### src/rtl/led_tat_dan_tsp_pst_if.sv
// Control and LED bus of the progressive turn-off chaser.
//   SS    run (1) / pause (0)
//   MODE  1 = drain from LSB end, 0 = drain from MSB end
//   LED   N-bit LED pattern
//   BUSY  FSM is not idle
//   DONE  one-cycle pulse when the pattern drains to all-zero
// master: drives SS/MODE and observes the LED bank (board / bench side).
// slave : the chaser itself.
interface led_tat_dan_tsp_pst_if #(
  parameter int N = 8
);
  logic         SS;
  logic         MODE;
  logic [N-1:0] LED;
  logic         BUSY;
  logic         DONE;

  modport master (output SS, output MODE, input LED, input BUSY, input DONE);
  modport slave  (input SS, input MODE, output LED, output BUSY, output DONE);
endinterface

### src/rtl/led_tat_dan_tsp_pst.sv
// Progressive turn-off LED chaser. On start it lights all N LEDs, then
// turns them off one per step from the LSB or MSB end (MODE). Once dark,
// the all-zero pattern is held for HOLD steps, then all-ones reloads and
// the drain repeats. A step is DIV SS-high clock edges; SS=0 freezes all.
// Ports:
//   Clk    system clock, rising edge
//   RST_n  asynchronous active-low reset
//   bus    slave modport: SS, MODE in; LED[N-1:0], BUSY, DONE out
module led_tat_dan_tsp_pst #(
  parameter int N    = 8,
  parameter int DIV  = 1,
  parameter int HOLD = 2
) (
  input  logic                  Clk,
  input  logic                  RST_n,
  led_tat_dan_tsp_pst_if.slave  bus
);

  localparam int PW = (DIV > 1) ? $clog2(DIV) : 1;
  localparam int HW = (HOLD > 1) ? $clog2(HOLD) : 1;
  localparam logic [PW-1:0] PMAX = PW'(DIV - 1);
  localparam logic [HW-1:0] HMAX = HW'(HOLD - 1);

  typedef enum logic [1:0] {
    IDLE = 2'd0,
    RUN  = 2'd1,
    HOLD_ST = 2'd2
  } state_t;

  state_t        state_q, state_d;
  logic [N-1:0]  led_q, led_d;
  logic [PW-1:0] pcnt_q, pcnt_d;
  logic [HW-1:0] hcnt_q, hcnt_d;
  logic          done_q, done_d;
  logic          tick;
  logic          busy;
  logic [N-1:0]  shifted;

  assign tick = bus.SS & (pcnt_q == PMAX);

  // State register: FSM state plus the datapath it owns.
  always_ff @(posedge Clk or negedge RST_n) begin
    if (!RST_n) begin
      state_q <= IDLE;
      led_q   <= '0;
      pcnt_q  <= '0;
      hcnt_q  <= '0;
      done_q  <= 1'b0;
    end else begin
      state_q <= state_d;
      led_q   <= led_d;
      pcnt_q  <= pcnt_d;
      hcnt_q  <= hcnt_d;
      done_q  <= done_d;
    end
  end

  // Next-state logic. Without a tick nothing but the prescaler moves, so
  // SS=0 freezes everything and forces DONE low.
  always_comb begin
    state_d = state_q;
    led_d   = led_q;
    hcnt_d  = hcnt_q;
    done_d  = 1'b0;
    pcnt_d  = pcnt_q;
    shifted = '0;

    if (bus.SS) begin
      pcnt_d = tick ? '0 : pcnt_q + 1'b1;
    end

    case (state_q)
      IDLE: begin
        if (tick) begin
          led_d   = '1;
          state_d = RUN;
        end
      end
      RUN: begin
        if (tick) begin
          // MODE applies to the current pattern as is; a mid-run flip
          // simply changes shift direction without re-normalising.
          shifted = bus.MODE ? (led_q << 1) : (led_q >> 1);
          led_d   = shifted;
          if (shifted == '0) begin
            done_d  = 1'b1;
            hcnt_d  = '0;
            state_d = HOLD_ST;
          end
        end
      end
      HOLD_ST: begin
        if (tick) begin
          if (hcnt_q == HMAX) begin
            led_d   = '1;
            state_d = RUN;
          end else begin
            hcnt_d = hcnt_q + 1'b1;
          end
        end
      end
      default: begin
        // Unused encoding: return to a clean idle on the next edge.
        state_d = IDLE;
        led_d   = '0;
        hcnt_d  = '0;
      end
    endcase
  end

  // Output logic.
  always_comb begin
    busy = (state_q != IDLE);
  end

  assign bus.LED  = led_q;
  assign bus.BUSY = busy;
  assign bus.DONE = done_q;

endmodule

### src/flat_wrapper.sv
// flat-port wrapper written by rule: the top's interface ports become plain ports
module led_tat_dan_tsp_pst_flat 
#(
  parameter int N    = 8,
  parameter int DIV  = 1,
  parameter int HOLD = 2
)
  (Clk, RST_n, bus_SS, bus_MODE, bus_LED, bus_BUSY, bus_DONE);
  led_tat_dan_tsp_pst_if #(.N(N)) bus_i ();
  input  logic Clk;
  input  logic RST_n;
  input wire logic [$bits(bus_i.SS)-1:0] bus_SS;
  input wire logic [$bits(bus_i.MODE)-1:0] bus_MODE;
  output wire logic [$bits(bus_i.LED)-1:0] bus_LED;
  output wire logic [$bits(bus_i.BUSY)-1:0] bus_BUSY;
  output wire logic [$bits(bus_i.DONE)-1:0] bus_DONE;
  assign bus_i.SS = bus_SS;
  assign bus_i.MODE = bus_MODE;
  assign bus_LED = bus_i.LED;
  assign bus_BUSY = bus_i.BUSY;
  assign bus_DONE = bus_i.DONE;
  led_tat_dan_tsp_pst #(.N(N), .DIV(DIV), .HOLD(HOLD)) u_core (.Clk(Clk), .RST_n(RST_n), .bus(bus_i));
endmodule
### config.mk
export PLATFORM = sky130hd
export DESIGN_NAME = led_tat_dan_tsp_pst_flat
export DESIGN_NICKNAME = d
export VERILOG_FILES = /design/src/rtl/led_tat_dan_tsp_pst_if.sv /design/src/rtl/led_tat_dan_tsp_pst.sv /design/src/flat_wrapper.sv
export SDC_FILE = /design/constraint.sdc
export NUM_CORES = 1
export LEC_CHECK = 0
export BUFFER_PORTS_ARGS = -buffer_cell sky130_fd_sc_hd__buf_2
export CAP_MARGIN = 20
export CORE_MARGIN = 5
export CORE_UTILIZATION = 51
export CTS_CLUSTER_DIAMETER = 30
export CTS_CLUSTER_SIZE = 8
export DETAILED_ROUTE_END_ITERATION = 8
export PLACE_DENSITY = 0.83
export SYNTH_ARGS = -nofsm -noshare
export SYNTH_HDL_FRONTEND = slang
export SYNTH_SLANG_ARGS = --single-unit
### constraint.sdc
create_clock -name Clk -period 1.3 [get_ports Clk]
set_input_delay 0.325 -clock Clk [delete_from_list [all_inputs] [get_ports Clk]]
set_output_delay 0.325 -clock Clk [all_outputs]
set_load 0.05 [all_outputs]
==> out/qor.yml, run 1 <==
synth_top_area_share_pct: 47.19
dieWidth_um: 46.77
total_power_w: 0.001217
hold_viol: 0
insertion_delay_ns: 0.29
avgSynthCellArea_um2: 11.30
power_density_nw_per_um2: 1399
ys_ff_latch: 13
multiInputGateArea_um2: 355.3
place_congestion: 0.7628
leakage_nw: 0.3716
num_io_pins: 14
period_minus_slack_ns: 1.400
fin_ws_ns: -0.09978
syn2layout_area_growth_pct: 26.13
met3_usage_pct: 4.598
design.die.area_um2: 2187
die_y_um: 46.77
grt_pass1_vias: 520
regArea_um2: 332.8
drv_cap: 0
path_clk_slew_ns: 0.09
postRouteAntennaNets: 0
fin_cells: 95
tritoncts: "yes"
arrival_ns: 1.07
top_usage_layer: "met2"
n_fill_cell: 105
grt_pass1_wl_mm: 2.387
slew_violations: 0
drt_iter0_drc: 8
slew_headroom_pct: 80.44
diodes: 0
synthCells: 61
final.period_utilization_pct: 107.7
initial_core_util_pct: 53.65
place_inst: 88
synth.net_count: 65
worstHoldPathType: "input pin to flip-flop"
cts_buffer_depth: 2
cp-start-kind: "flip-flop"
core_area_um2: 1285
yosysSeqAreaShare_pct: 47.19
fin_area_um2: 869.6
synth_area_leaders: "dfrtp_1 47%, a2bb2oi_1 10%, mux2_1 9.8%"
cts_root_buf: "clkbuf_4"
fp-row-count: 13
cp-end-kind: "output port"
wire_per_inst_um: 15.08
fin_skew_ns: 0.01389
max_clock_freq_mhz: 714.4
crit_path_max_fanout: 2
met1_usage_pct: 21.20
wirelength_mm: 1.433
cts_buffers: 3
placed_cell_area_um2: 775.7
failed_checks: "negative setup slack"
antenna_found_initial: 0
crit_type: "flip-flop to output port"
first_pass_iters: 4
synth_area_um2: 689.4
place_hpwl_um: 991.8
crit_required_ns: 0.98
synth.distinct_cells: 27
drc: 0
htree_levels: 1
fin_setup_tns_ns: -0.09978
grt.overflow.total: 0
grt_usage_pct: 15.72
setup_violations: 1
worstMarginPinSlew_ns: 0.2933
vdd_drop_max_uv: 859.2
nets: 85
use_met2_pct: 22.76
vias: 558
finalCoreUtilization_pct: 67.67
drive_above_1_share_pct: 38.75
grt_max_degree: 14
rsz0062_at_grt: "yes"
avgViaCountPerCell: 5.874
ys_warn_count: 0
status: "finished with violations"
io_buffers: 13
clock_sinks: 13
synth_top_area_cell: "dfrtp_1"
-- timing repair --
action	in CTS	in global routing
resized for setup	7	11
endpoints found under the setup margin	6	10
hold buffers	1	0
endpoints found under the hold margin	13	0
setup buffers	2	1
-- final cells by class --
class	instances	area share (%)
Multi-Input combinational cell	44	40.86
Sequential cell	13	38.27
Timing Repair Buffer	18	15.11
Clock buffer	3	2.590
Tap cell	15	2.158
Clock inverter	1	0.5755
Inverter	1	0.4317
-- state kept, by name (all words and copies together) (netlist names) --
register,cells
u_core.bus.LED,8
u_core.bus.DONE,1
u_core.hcnt_q,1
u_core.state_q,2
u_core.pcnt_q,1
-- cells in the final DEF, fill, tap and decap left out, drive strengths merged --
cell type	instances
buf	16
dfrtp	13
o21ai	8
a2bb2oi	8
mux2	6
nor2b	4
clkbuf	4
nor2	2
or2	1
mux2i	1
nor4	1
nor4b	1
and4	1
nand2b	1
and2b	1
inv	1
and2	1
a21oi	1
a21o	1
nor3	1
nor3b	1
nand4	1
o21a	1
nand2	1
o211a	1
clkinv	1
dlygate4sd3	1
-- cell families (layout without fill, tap and decap cells) --
kind of cell	Yosys count	after routing	synth area share [%]
AOI/OAI and AO/OA	20	20	20.33
and+or+nand+nor	17	17	18.33
DFF	13	13	47.19
muxes	7	7	11.25
buffers and inverters	4	23	2.902
-- routing by layer --
metal | part of all wire (%) | vias to the layer above
met3 | 5.0 | 5
met5 | 0 | -
li1 | - | 265
met1 | 48 | 273
met4 | 2.3 | 0
met2 | 45 | 15
-- worst paths after layout --
path | from | cells after the start | endpoint | slack [ns]
setup / recovery | u_core.state_q[0] | 2 | bus_BUSY | -0.1
hold / removal | bus_SS | 2 | u_core.pcnt_q | 0.23
setup reg to reg | u_core.state_q[1] | 4 | u_core.bus.LED[6] | 0.08
hold reg to reg | u_core.pcnt_q | 1 | u_core.pcnt_q | 0.54
max in group asynchronous | RST_n | 2 | u_core.bus.LED[5] | 0.60
min in group asynchronous | RST_n | 2 | u_core.hcnt_q | 0.44
-- through the flow --
stage               worst slack [ns]  hold slack, ns
finish                      -0.09978          0.2287
global route                 -0.1287          0.2385
CTS                         -0.09079          0.2414
detailed placement           0.07752          0.2307
global placement              0.1230          0.2279
floorplan                    0.01549         0.02941
-- power breakdown --
group | internal, W | switching [W] | total (W) | leakage, nW
registers | 0.000457 | 0.0000680 | 0.000525 | 0.143
logic | 0.000166 | 0.000262 | 0.000428 | 0.211
clock network | 0.000114 | 0.000150 | 0.000265 | 0.0177
total | 0.000736 | 0.000480 | 0.00122 | 0.372
-- Yosys cell counts --
| cell | n |
|---|---|
| a21o_1 | 1 |
| a21oi_1 | 1 |
| a2bb2oi_1 | 8 |
| and2_1 | 1 |
| and2b_1 | 1 |
| and4_1 | 1 |
| buf_2 | 1 |
| buf_4 | 1 |
| clkbuf_1 | 1 |
| dfrtp_1 | 13 |
| inv_1 | 1 |
| mux2_1 | 6 |
| mux2i_1 | 1 |
| nand2_1 | 1 |
| nand2b_4 | 1 |
| nand4_1 | 1 |
| nor2_1 | 1 |
| nor2_4 | 1 |
| nor2b_1 | 4 |
| nor3_1 | 1 |
| nor3b_1 | 1 |
| nor4_2 | 1 |
| nor4b_1 | 1 |
| o211a_1 | 1 |
| o21a_1 | 1 |
| o21ai_1 | 8 |
| or2_1 | 1 |
-- critical path: stages (launching register included) --
cell	delay, ns
dfrtp_1	0.39
or2_4	0.25
buf_6	0.15
No activity file was read; power rests on OpenSTA's default activity.
==> run 2: changes to the inputs <==
ABC_AREA = 1   (was not set)
CORE_UTILIZATION = 53   (was 51)
PLACE_DENSITY = 0.84   (was 0.83)
==> out/qor.yml, run 2 <==
largest_reg_flops: 8
max_clock_freq_mhz: 745.4
drive_above_1_share_pct: 47.50
synth_common_cells: "34 x nand2_1, 13 x dfrtp_1, 8 x inv_1"
yosys.area_share.adder_pct: 0
failed_checks: "negative setup slack"
met3_usage_pct: 3.670
syn2layout_area_growth_pct: 25.28
final.period_utilization_pct: 103.2
core_area_um2: 1350
status: "finished with violations"
path_clk_slew_ns: 0.08
clock_sinks: 13
synth-edff-count: 0
slew_violations: 0
grt_max_degree: 14
cts_root_buf: "clkbuf_4"
power_density_nw_per_um2: 2843
avgSynthCellArea_um2: 8.062
arrival_ns: 1.02
drv_cap: 0
grt_usage_pct: 14.65
io_buffers: 13
synth_area_um2: 782.0
top_usage_layer: "met1"
worstHoldPathType: "input pin to flip-flop"
async_flop_share_pct: 100.0
grt_pass1_vias: 615
initial_core_util_pct: 57.92
cp_cell_sequence: "nor2_2 > inv_1 > buf_6"
use_met2_pct: 19.35
fp-row-count: 13
synth.net_count: 101
crit_family: "flip-flops"
synth_top_family_by_area: "simple AND/OR/NAND/NOR gates"
crit_slowest_cell: "dfrtp_2"
met1_usage_pct: 20.61
avgViaCountPerCell: 5.222
ys_ff_latch: 13
yosysMostFrequentCell: "nand2_1"
cts_buffer_depth: 2
crit_required_ns: 0.98
leakage_nw: 0.4976
crit_type: "flip-flop to output port"
crit_path_max_fanout: 2
place_hpwl_mm: 1.132
pre_cts_slack_ns: 0.01870
synth_top_area_share_pct: 41.60
regArea_um2: 335.3
mostFrequentLayoutCells: "31 x nand2_1, 9 x buf_2, 8 x dfrtp_2"
first_pass_iters: 4
diodes: 0
synth_compound_area_share_pct: 16.96
synth.area.mux_share_pct: 0
hold_viol: 0
total_power_w: 0.002785
vdd_drop_max_uv: 1657
wire_per_inst_um: 12.30
num_io_pins: 14
yosysSeqAreaShare_pct: 41.60
vias: 705
cp-end-kind: "output port"
synthSimpleGateAreaFrac_pct: 31.68
ys_warn_count: 0
antenna_found_initial: 0
wirelength_mm: 1.661
fin_skew_ns: 0.001710
postRouteAntennaNets: 0
synth.distinct_cells: 18
insertion_delay_ns: 0.28
final_common_cell: "nand2_1"
fin_cells: 135
synth_top_area_cell: "dfrtp_1"
synthCells: 97
worstMarginPinSlew_ns: 0.2886
rsz0062_at_grt: "yes"
setup_violations: 1
multiInputGateArea_um2: 395.4
grt.overflow.total: 0
cp_num_buf_inv: 2
nets: 125
cts_buffers: 3
die_y_um: 48.41
max_stage_delay_ns: 0.42
place_congestion: 0.8772
design.die.area_um2: 2344
place_inst: 124
synthXorXnorAreaFrac_pct: 0
synth_area_leaders: "dfrtp_1 42%, nand2_1 16%, o22ai_2 9.6%"
period_minus_slack_ns: 1.341
synthFlopType: "dfrtp_1"
htree_levels: 1
fin_ws_ns: -0.04150
cp-start-kind: "flip-flop"
drc: 0
grt_pass1_wl_mm: 2.753
slew_headroom_pct: 80.76
dieWidth_um: 48.41
finalCoreUtilization_pct: 72.57
drt_iter0_drc: 20
n_fill_cell: 99
tritoncts: "yes"
run 2: metal layers:
metal  wire length (µm)  vias up
li1                   -      350
met1                774      320
met2                735       31
met3                110        4
met4                 40        0
met5                  0        -
run 2: path summary, 6_finish.rpt:
check                                       start                 to  slack, ns  cells after the start
worst max-delay path            u_core.state_q[1]           bus_BUSY      -0.04                      3
worst min-delay path                       bus_SS      u_core.pcnt_q       0.21                      2
worst max register to register  u_core.state_q[0]  u_core.bus.LED[3]       0.03                      7
worst min register to register      u_core.pcnt_q      u_core.pcnt_q       0.50                      2
max in group asynchronous                   RST_n  u_core.state_q[1]       0.61                      2
min in group asynchronous                   RST_n  u_core.bus.LED[0]       0.45                      2
run 2: final cells by class:
| class | count | area share, % |
|---|---|---|
| clock buffer | 4 | 2.682 |
| tap | 15 | 1.916 |
| timing repair buffer | 20 | 13.67 |
| multi-input combinational | 69 | 40.36 |
| sequential | 13 | 34.23 |
| inverter | 14 | 7.152 |
run 2: repair_timing:
action / in CTS / in global routing
endpoints found under the hold margin: 13 / 0
hold buffers: 1 / 0
pin swaps: 1 / 6
resized for setup: 5 / 10
endpoints found under the setup margin: 1 / 15
setup buffers: 3 / 3
run 2: through the flow:
| step | cell area [µm²] | TNS (ns) | hold WS (ns) |
|---|---|---|---|
| global placement | 862.1 | 0 | 0.2246 |
| finish | 979.7 | -0.04150 | 0.2062 |
| floorplan | 789.5 | 0 | 0.02941 |
| global route | 979.7 | -0.2539 | 0.1938 |
| CTS | 932.1 | -0.03411 | 0.2032 |
| detailed placement | 862.1 | 0 | 0.2253 |
run 2: power breakdown:
| part | leakage (nW) | switching [W] | internal [W] |
|---|---|---|---|
| clock | 0.0150 | 0.000133 | 0.000119 |
| combinational | 0.328 | 0.00122 | 0.000593 |
| sequential | 0.155 | 0.000130 | 0.000593 |
| total | 0.498 | 0.00148 | 0.00131 |
run 2: cells by family after synthesis:
| kind of cell | Yosys count |
|---|---|
| buffers and inverters | 15 |
| AO/OA/AOI/OAI | 16 |
| flip-flops | 13 |
| AND/OR/NAND/NOR | 53 |
run 2: worst reg2reg max path, cell delays in order, from the launching register on:
cell	delay, ns
dfrtp_2	0.42
buf_4	0.16
nor2_4	0.13
nand2_2	0.07
nand2_4	0.10
clkinv_8	0.09
nand2_8	0.11
o22ai_2	0.07
